## src/rtl/tim6_update_ctrl.sv

```systemverilog
// ---------------------------------------------------------------------------
// tim6_update_ctrl
// Counting and interrupt-generation core of basic timer TIM6. Takes the CR1
// control bits, DIER.UIE and the PSC/ARR preload values from the register
// file. Produces the counter, the update event, the UIF flag and the IRQ.
//
// Ports
//   clk        system clock
//   rst        synchronous active-low reset
//   i_cen      CR1.CEN counter enable
//   i_udis     CR1.UDIS update disable
//   i_opm      CR1.OPM one-pulse mode
//   i_arpe     CR1.ARPE auto-reload preload enable
//   i_uie      DIER.UIE update interrupt enable
//   i_psc      PSC preload value
//   i_arr      ARR preload value
//   i_ug       EGR.UG software update pulse
//   i_uif_clr  SR.UIF clear strobe
//   o_cnt      current counter value
//   o_uif      SR.UIF status flag
//   o_irq      interrupt request (combinational level)
//   o_uev      update event pulse
//   o_cen_clr  one-cycle request to clear CR1.CEN in one-pulse mode
// ---------------------------------------------------------------------------
module tim6_update_ctrl #(
   parameter int unsigned CNT_W = 16
) (
   input  logic             clk,
   input  logic             rst,
   input  logic             i_cen,
   input  logic             i_udis,
   input  logic             i_opm,
   input  logic             i_arpe,
   input  logic             i_uie,
   input  logic [CNT_W-1:0] i_psc,
   input  logic [CNT_W-1:0] i_arr,
   input  logic             i_ug,
   input  logic             i_uif_clr,
   output logic [CNT_W-1:0] o_cnt,
   output logic             o_uif,
   output logic             o_irq,
   output logic             o_uev,
   output logic             o_cen_clr
);

   // One-pulse-mode stop: HOLD after an OPM overflow until CEN is seen low.
   typedef enum logic [0:0] {
      ST_RUN      = 1'b0,
      ST_OPM_HOLD = 1'b1
   } opm_state_e;

   opm_state_e       state_q, state_d;

   logic [CNT_W-1:0] psc_cnt_q, psc_cnt_d;
   logic [CNT_W-1:0] cnt_q, cnt_d;
   logic [CNT_W-1:0] psc_shadow_q, psc_shadow_d;
   logic [CNT_W-1:0] arr_shadow_q, arr_shadow_d;
   logic             uif_q, uif_d;
   logic             uev_q, uev_d;
   logic             cen_clr_q, cen_clr_d;

   logic [CNT_W-1:0] arr_act;
   logic             opm_hold;
   logic             run;
   logic             tick;
   logic             ovf;
   logic             uev_req;
   logic             uev_fire;

   // Event decode shared by the datapath and the OPM state machine.
   always_comb begin
      opm_hold = (state_q == ST_OPM_HOLD);
      arr_act  = i_arpe ? arr_shadow_q : i_arr;
      run      = i_cen & ~opm_hold & ~i_ug;
      tick     = run & (psc_cnt_q == psc_shadow_q);
      // An ARR of zero parks the counter at 0 and never overflows.
      ovf      = tick & (arr_act != '0) & (cnt_q == arr_act);
      uev_req  = ovf | i_ug;
      uev_fire = uev_req & ~i_udis;
   end

   // Prescaler and counter next state; UG overrides any tick.
   always_comb begin
      psc_cnt_d = psc_cnt_q;
      cnt_d     = cnt_q;
      if (i_ug) begin
         psc_cnt_d = '0;
         cnt_d     = '0;
      end else if (run) begin
         if (tick) begin
            psc_cnt_d = '0;
            if (arr_act == '0) begin
               cnt_d = '0;
            end else if (cnt_q == arr_act) begin
               cnt_d = '0;
            end else begin
               cnt_d = cnt_q + CNT_W'(1);
            end
         end else begin
            psc_cnt_d = psc_cnt_q + CNT_W'(1);
         end
      end
   end

   // Update event: shadow reload, UEV pulse and sticky UIF (set beats clear).
   always_comb begin
      psc_shadow_d = psc_shadow_q;
      arr_shadow_d = arr_shadow_q;
      uev_d        = 1'b0;
      uif_d        = uif_q;
      if (i_uif_clr) begin
         uif_d = 1'b0;
      end
      if (uev_fire) begin
         psc_shadow_d = i_psc;
         arr_shadow_d = i_arr;
         uev_d        = 1'b1;
         uif_d        = 1'b1;
      end
   end

   // OPM next state; only a counter overflow (never UG) stops the timer.
   always_comb begin
      state_d   = state_q;
      cen_clr_d = 1'b0;
      case (state_q)
         ST_RUN: begin
            if (ovf && i_opm) begin
               state_d   = ST_OPM_HOLD;
               cen_clr_d = 1'b1;
            end
         end
         ST_OPM_HOLD: begin
            if (!i_cen) begin
               state_d = ST_RUN;
            end
         end
         default: begin
            state_d = ST_RUN;
         end
      endcase
   end

   // State registers.
   always_ff @(posedge clk) begin
      if (!rst) begin
         state_q      <= ST_RUN;
         psc_cnt_q    <= '0;
         cnt_q        <= '0;
         psc_shadow_q <= '0;
         arr_shadow_q <= '1;
         uif_q        <= 1'b0;
         uev_q        <= 1'b0;
         cen_clr_q    <= 1'b0;
      end else begin
         state_q      <= state_d;
         psc_cnt_q    <= psc_cnt_d;
         cnt_q        <= cnt_d;
         psc_shadow_q <= psc_shadow_d;
         arr_shadow_q <= arr_shadow_d;
         uif_q        <= uif_d;
         uev_q        <= uev_d;
         cen_clr_q    <= cen_clr_d;
      end
   end

   assign o_cnt     = cnt_q;
   assign o_uif     = uif_q;
   assign o_uev     = uev_q;
   assign o_cen_clr = cen_clr_q;
   // IRQ follows UIE immediately while UIF is pending.
   assign o_irq     = uif_q & i_uie;

endmodule

```

## config.mk

```make
export PLATFORM = sky130hd
export DESIGN_NAME = tim6_update_ctrl
export DESIGN_NICKNAME = d
export VERILOG_FILES = /design/src/rtl/tim6_update_ctrl.sv
export SDC_FILE = /design/constraint.sdc
export NUM_CORES = 1
export LEC_CHECK = 0
export CORE_ASPECT_RATIO = 2
export CORE_MARGIN = 2
export CORE_UTILIZATION = 57
export CTS_BUF_LIST = sky130_fd_sc_hd__clkbuf_16
export DETAILED_ROUTE_END_ITERATION = 7
export PLACE_DENSITY = 0.95
export SYNTH_ARGS = -nofsm -noshare
export SYNTH_HDL_FRONTEND = slang
export SYNTH_SLANG_ARGS = --single-unit
export TNS_END_PERCENT = 30
```

## constraint.sdc

```tcl
create_clock -name clk -period 4 [get_ports clk]
set_input_delay 0.8 -clock clk [delete_from_list [all_inputs] [get_ports clk]]
set_output_delay 0.8 -clock clk [all_outputs]
set_load 0.005 [all_outputs]
```

Yosys cells after proc, flatten, opt, wreduce, memory -nomap -nowiden --
Cells that the tools add are included. W data, S select, Z words.
Storage, ports and cells: register bits 68, input bits 41, output and inout port bits 20, logic and storage cells 41
Operators by class: $add $sub $neg 2, equality and inequality tests 2, multiplexer cells 10, bitwise operators 12, reductions and logical operators 7
Operators with widths (number):
- $mux W16 | 4
- $add A16 B1 Y16 const B | 2
- $eq A16 B16 Y1 | 2
- $logic_not A16 Y1 | 1
- $reduce_bool A16 Y1 | 1
- $and A1 B1 Y1 | 7
- $mux W1 | 5
- $not A1 Y1 | 4
- $reduce_or A2 Y1 | 2
- $pmux W1 S2 | 1
- $reduce_and A2 Y1 | 1
- $reduce_bool A2 Y1 | 1
- $logic_and A1 B1 Y1 | 1
- $or A1 B1 Y1 | 1

Longest topological paths before layout --
word-level depth 9, mapped depth 11, gate-level depth less buffers 8

Least setup slack after synthesis --
OpenSTA, ideal clock, no wires.
kind input -> register, start point input port i_arpe, end point register arr_shadow_q[10], library setup time 120 ps, arrival 2643 ps, required time 3880 ps, slack 1237 ps, stages on the path 10, path buffers 3, path through buf_6 -> mux2i_2 -> xor2_1 -> nand4_1 -> nor4_2 -> nor3b_2 -> o21bai_1 -> buf_6 -> buf_6 -> mux2i_1
Between the ends: word-level cells in the longest chain between the ends 6, elaborated cells on any way between the ends 7, those cells by class eq/ne: 1; mux: 1; bitwise: 4; reduce/logical: 1
Ends and longest elaborated chain:
- start, declared | line 33 | input logic i_arpe,
- $mux W16 (*) | line 73 | arr_act = i_arpe ? arr_shadow_q : i_arr;
- $reduce_bool A16 Y1 | line 77 | ovf = tick & (arr_act != '0) & (cnt_q == arr_act);
- $and A1 B1 Y1 | line 77
- $and A1 B1 Y1 (*) | line 77
- $or A1 B1 Y1 (*) | line 78 | uev_req = ovf | i_ug;
- $and A1 B1 Y1 (*) | line 79 | uev_fire = uev_req & ~i_udis;
- end signal, assigned | line 160 | arr_shadow_q <= arr_shadow_d;
- end, declared | line 57 | logic [CNT_W-1:0] arr_shadow_q, arr_shadow_d;
Every way passes the cells marked *; elsewhere a longest branch is shown, timed or not. A chain may end at the register's enable or synchronous reset.

Final worst setup path --
start point input port i_cen, end point register arr_shadow_q[9]
Between the ends: word-level cells in the longest chain between the ends 7
Ends and longest elaborated chain:
- start, declared | line 30 | input logic i_cen,
- $and A1 B1 Y1 (2 in a row) | line 74 | run = i_cen & ~opm_hold & ~i_ug;
- $and A1 B1 Y1 | line 75 | tick = run & (psc_cnt_q == psc_shadow_q);
- $and A1 B1 Y1 (2 in a row) | line 77
- $or A1 B1 Y1 | line 78
- $and A1 B1 Y1 | line 79
No other way between the ends.

==> summary.txt <==
Floorplan
  • Die Wd: 60.1 um
  • I/O pins: approximately 60
  • Core area: about 0.0062 mm2
  • FP Rows: a little over 40
  • Die ar.: ~0.0070 mm2
  • Initial Util: 0.579
  • Die H: 116 um

Clock network
  • Clock Pin Slew Worst Setup and Hold Paths: 0.05 ns
  • Cts bufs inserted: 9
  • Worst-Skew Late Latency: 0.34 ns
  • TritonCTS Sinks: between 60 and 70
  • Post-CTS Hold Buffers: 0
  • CTS tree: yes
  • # H-tree levels: 3
  • Postcts setup bufs: 0
  • Clock Tree Root: clkbuf_16
  • Post-cts resize count: 0
  • CTS Buffer Depth: 2

Detailed routing
  • Post-Route WL: 8360 um
  • Avg WL per Cell: 14.7 um
  • Final ANT Viol Nets: 0
  • Drt pass-1 iters: 5
  • # DRC: 0
  • Vias: 3128
  • DRT iter0 DRCs: between 150 and 200
  • Vias/cell: 5.51

Hold path
  • Worst hold path type: reg2reg
  • Hold_sp: psc_shadow_q[6]$_SDFFE_PN0P_
  • Hold Crit Depth: 2
  • Hold EP: psc_shadow_q[6]$_SDFFE_PN0P_

Global route
  • Number of global-route vias before repair: 3000
  • Largest net degree at the start of global routing: 38
  • Total grt overflow: 0
  • Gr usage total: 0.262
  • Initial antenna violation count: 0
  • First-pass GRT wire length: ~14000 um

Logic synthesis
  • YS warnings: 0
  • Mean Syn Cell Area: 8.60 um2
  • Top cell type's share of synthesized area: 0.379
  • Synth Flop Type: dfxtp_1
  • Mapped Nets: 461
  • Ys async rst share: 0
  • Sequential share of the synthesized area: 0.379
  • Cell count after synthesis: 418
  • Synth top area cells: dfxtp_1 38%, mux2i_1 15%, xor2_1 7.6%
  • Post-synth EDFFs: 0
  • Post-synth cell types: 39
  • Dominant cell type by area after synthesis: dfxtp_1
  • Synthesized cell area: 0.00359 mm2
  • Number of synthesized register bits: a little under 70

Worst setup path
  • Reg2Reg Setup Slack: 1.32 ns
  • CP Class: in2reg
  • Worst path cell trace: clkdlybuf4s50_1 > nand2b_1 > nor2_1 > nand2_1 > or4_1 > nor3b_2 > o21bai_4 > buf_12 > mux2i_1
  • Reg2reg start: psc_cnt_q[3]$_SDFFE_PP0P_
  • Top Family by Delay on Critical Path: simple AND/OR/NAND/NOR gates
  • Startpoint types: input port
  • Delay of the slowest critical-path stage: 0.65 ns
  • Setup crit end kind: flop
  • CP Max Fanout: 18
  • Critical path depth: 9
  • Number of buffers and inverters on the critical path: 2
  • WP data arrival: around 3.5 ns
  • Critical path's slowest cell: or4_1
  • Worst Reg-to-Reg Cells: 8
  • CP Data Required Time: 4.22 ns
  • Worst reg2reg endpoint: arr_shadow_q[9]$_SDFFE_PN1P_

Placement
  • Placed Cells: around 550
  • Final HPWL DP: 5850 um
  • Placer Congestion: 0.918
  • I/O Buffers: 60
  • Pre-CTS setup slack: 0.431 ns

Job
  • Maxcap violations: 0

Timing
  • Fin. Hold Viols: 0
  • Slew margin rel.: 0.462
  • Clock Skew: approximately 0.0067 ns
  • Final Slew Violations: 0
  • RSZ-0062 raised after global routing: no
  • Tmin final: 3.25 ns
  • Slew @ Worst Pin: approximately 0.8 ns
  • F_max: 0.308 GHz
  • Period utilisation layout: 0.812
  • Final WS setup: 0.750 ns
  • Setup_tns: 0 ns
  • Setup violations, final: 0

Finish
  • N_diodes: 0
  • Most common cell after layout, fill and taps aside: dfxtp_1
  • Area of the multi-input gates: 0.00208 mm2
  • Share of cells above drive strength 1: 0.0581
  • Synthesis-to-finish area growth: 27.1%
  • Finished Layout Cells: ~570
  • Most frequent cells in the layout: 68 x dfxtp_1, 61 x nor2_1, 60 x clkdlybuf4s50_1, 57 x nand2_1, 53 x mux2i_1
  • Nets: 520
  • Layout filler cell count: 458
  • Register Area: roughly 0.0014 mm2

Power and ir drop
  • Peak VDD IR: 0.327 mV
  • Leakage: 1.87 nW
  • Pwr dens: 375 mW/mm2

Outcome
  • Status: complete, no violations
## worst max path at each step
stage | startpoint | to | slack [ns]
finish | i_cen | arr_shadow_q[9]$_SDFFE_PN1P_ | 0.75
global route | i_arpe | arr_shadow_q[10]$_SDFFE_PN1P_ | 0.53
CTS | i_arpe | arr_shadow_q[10]$_SDFFE_PN1P_ | 0.75
detailed placement | i_cen | arr_shadow_q[1]$_SDFFE_PN1P_ | 0.43
global placement | i_cen | arr_shadow_q[13]$_SDFFE_PN1P_ | 0.53
floorplan | i_arpe | arr_shadow_q[10]$_SDFFE_PN1P_ | 1.24
## layer usage
| layer | global-route usage | vias to the layer above | share of wire |
|---|---|---|---|
| li1 | - | 1547 | - |
| met2 | 0.410 | 114 | 0.49 |
| met3 | 0.0520 | 17 | 0.056 |
| met1 | 0.336 | 1450 | 0.43 |
| met4 | 0.133 | 0 | 0.027 |
| met5 | 0 | - | 0 |
## through the flow
step                      hold slack, ns   util  power (mW)  cell area (um2)
after global placement             0.459  0.686       0.893             4260
after detailed placement           0.459  0.686       0.899             4260
final                              0.469  0.736        1.71             4570
after global routing               0.493  0.736        1.77             4570
after floorplan                    0.442      -       0.829             3590
after CTS                          0.475  0.736        1.72             4570
## where the power goes
| group | switching [mW] | total (mW) | internal, mW |
|---|---|---|---|
| clock | 0.286 | 0.823 | 0.537 |
| sequential | 0.0151 | 0.712 | 0.697 |
| combinational | 0.0847 | 0.176 | 0.0910 |
## synth_stat cells (2+ instances only)
master / instances
and2_1: 2
nand2b_1: 4
nand2_1: 57
a21oi_1: 15
nor2_1: 61
nand4_1: 16
nor3_1: 9
inv_1: 9
o21ai_0: 8
clkbuf_1: 9
mux2i_1: 53
dfxtp_1: 68
nor4b_1: 2
and3_1: 4
xnor2_1: 19
nor4_1: 5
nor4_2: 2
xor2_1: 31
ha_1: 2
buf_6: 7
nand3_1: 16
nor3b_1: 2
## tightest hold or removal path, cell delays in order, from the launching register on
cell	delay [ns]
dfxtp_1	0.31
nand2_1	0.05
mux2i_1	0.05
## cells by family after synthesis
group	after synthesis	share of synthesized area
XOR/XNOR	50	0.122
adder cells (fa/ha/maj)	2	0.00696
AND/OR/NAND/NOR	190	0.257
multiplexers	54	0.151
buffers and inverters	28	0.0453
AO/OA/AOI/OAI	26	0.0387
flip-flops	68	0.379
## cell type report
type                    count  share of cell area
clock buffers               9              0.0493
clock inverters             7              0.0184
inverters                  10             0.00822
multi-input cells         322               0.456
flip-flops and latches     68               0.298
well taps                  86              0.0236
repair buffers             66               0.147
## registers in the layout, summed over array words and instances (netlist names)
register and count:
arr_shadow_q 16, o_cen_clr 1, o_cnt 16, o_uev 1
o_uif 1, opm_hold 1, psc_cnt_q 16, psc_shadow_q 16
No activity file was read; power rests on OpenSTA's default activity.
==> edit (same settings) <==
The output `o_cen_clr` loses its register stage (`cen_clr_q` becomes a continuous assignment).
--- a/src/rtl/tim6_update_ctrl.sv
+++ b/src/rtl/tim6_update_ctrl.sv
@@ -151,7 +151,6 @@
          arr_shadow_q <= '1;
          uif_q        <= 1'b0;
          uev_q        <= 1'b0;
-         cen_clr_q    <= 1'b0;
       end else begin
          state_q      <= state_d;
          psc_cnt_q    <= psc_cnt_d;
@@ -160,9 +159,10 @@
          arr_shadow_q <= arr_shadow_d;
          uif_q        <= uif_d;
          uev_q        <= uev_d;
-         cen_clr_q    <= cen_clr_d;
       end
    end
+
+   assign cen_clr_q = cen_clr_d;
 
    assign o_cnt     = cnt_q;
    assign o_uif     = uif_q;
Formal check against the unedited RTL: not equivalent (a bounded check fails within 4 cycles, from zero or initial values and one cycle with rst low).
==> edit against the unedited design <==
The flow now finishes with violations (DRC); fmax decreased by 15%; sequential power decreased by 1%; via count increased by 5.0%; worst setup slack got worse by 0.59 ns; sequential cell count decreased by 1; final area decreased by 0.14%; synthesized area decreased by 4.2%; total power decreased by 4.4%; critical path depth decreased by 1; routed wire length increased by 16%; utilization increased by 3.7 points; critical path type is now input port to output pin.
==> edit: results (changes against the unedited design) <==
first-pass GRT wire length=15550 um (was 13870 um); DRC violations left=5 (was 0); sequential power=703 uW (was 712 uW); Fillers=381 (was 458); nonclk buf count=86 (was 66); clock network share of area=0.06118 (was 0.06767); static leakage=1.716 nW (was 1.867 nW); average cell area after synthesis=8.670 um2 (was 8.597 um2); Post-CTS Setup Inserts=4 (was 0); synthesized net count=440 (was 461); Resized Gates After CTS=8 (was 0); register area share after synthesis=0.3897 (was 0.3788); Clock net power=746 uW (was 823 uW); number of distinct library cells after synthesis=36 (was 39); Die Area=6714 um2 (was 6994 um2); Multi-input comb cells=296 (was 322); wire length on met1=3908 um (was 3571 um); outcome=complete, but fails checks (was complete, no violations); initial core utilization=0.5828 (was 0.5789); fraction of area in multi-input gates=0.4302 (was 0.4556); drt total wl=9682 um (was 8355 um); drt pass-1 iters=7 (was 5); HP Start=psc_shadow_q[7] (was psc_shadow_q[6]); Cell Int Power=1.256 mW (was 1.325 mW); M1 GR Usage=0.3742 (was 0.3357); Max FO, Critical Path=2 (was 18); pre-CTS setup slack=-0.4093 ns (was 0.4307 ns); GR Util met3=0.04422 (was 0.05205); most frequent cells after synthesis=dfxtp_1 (67), nand2_1 (44), nand3_1 (39) (was dfxtp_1 (68), nor2_1 (61), nand2_1 (57)); #FFs+latches synth=67 (was 68); layout cell share with drive strength beyond 1=0.1042 (was 0.05809); number of global-route vias before repair=3181 (was 3000); failing checks=DRC; Avg Vias per Cell=6.050 (was 5.507); VDD IR max=0.0003315 V (was 0.0003274 V); drt first-iter violations=371 (was 173); Final Skew=0.006023 ns (was 0.006683 ns); slowest cell on the critical path=clkdlybuf4s50_1 (was or4_1); worst rel slew slack=0.3762 (was 0.4623); port buffer count=60 (unchanged); Final period util=0.9612 (was 0.8125); placed cell areas=4205 um2 (was 4258 um2); met2 Use GR=0.4970 (was 0.4101); Placer Congestion=0.8737 (was 0.9176); Total GRT Usage=0.3062 (was 0.2621); met3 routed WL=598 um (was 471 um); top post-synthesis cells by area=dfxtp_1 (39%), mux2i_1 (9.9%), xnor2_1 (7.6%), nand3_1 (5.7%), xor2_1 (5.1%) (was dfxtp_1 (38%), mux2i_1 (15%), xor2_1 (7.6%), nor2_1 (6.4%), nand2_1 (6.0%)); Layout area overhead=32.50% (was 27.09%); DR WL met2=4822 um (was 4085 um); WHS Endpoint=psc_shadow_q[7] (was psc_shadow_q[6]); NonClk Buf Share=0.1849 (was 0.1468); r2r setup slk=1.42 ns (was 1.32 ns); wire per inst=17.83 um (was 14.71 um); end of the worst register-to-register path=arr_shadow_q[6] (was arr_shadow_q[9]); Critical Path AT=3.04 ns (was 3.47 ns); DP HPWL=6128 um (was 5853 um)
-- edit: cell count changes in the layout (fill, tap and decap cells not counted), moves of 11 or more --
cell     unedited run  this run
nor2_1             61        24
nand3_1            16        39
mux2i_1            53        32
buf_4               4        22
o21ai_0             8        24
nand2_1            57        44
xnor2_1            19        30
xor2_1             31        20
-- edit: how the worst max path moves through the flow --
| stage | start | end | cells after the start |
|---|---|---|---|
| after global routing | i_arr[0] | o_cen_clr | 8 |
| after detailed placement | i_arpe | o_cen_clr | 9 |
| after global placement | i_arpe | o_cen_clr | 9 |
| final | i_arr[0] | o_cen_clr | 8 |
| after CTS | i_arpe | o_cen_clr | 9 |
| after floorplan | i_arpe | o_cen_clr | 8 |
-- edit: logic make-up after synthesis --
kind of cell    synth area share
compound gates           0.07379
xor+xnor                  0.1272
fa+ha+maj               0.007269
buf+inv                  0.05053
flops                     0.3897
mux                       0.1054
simple gates              0.2461
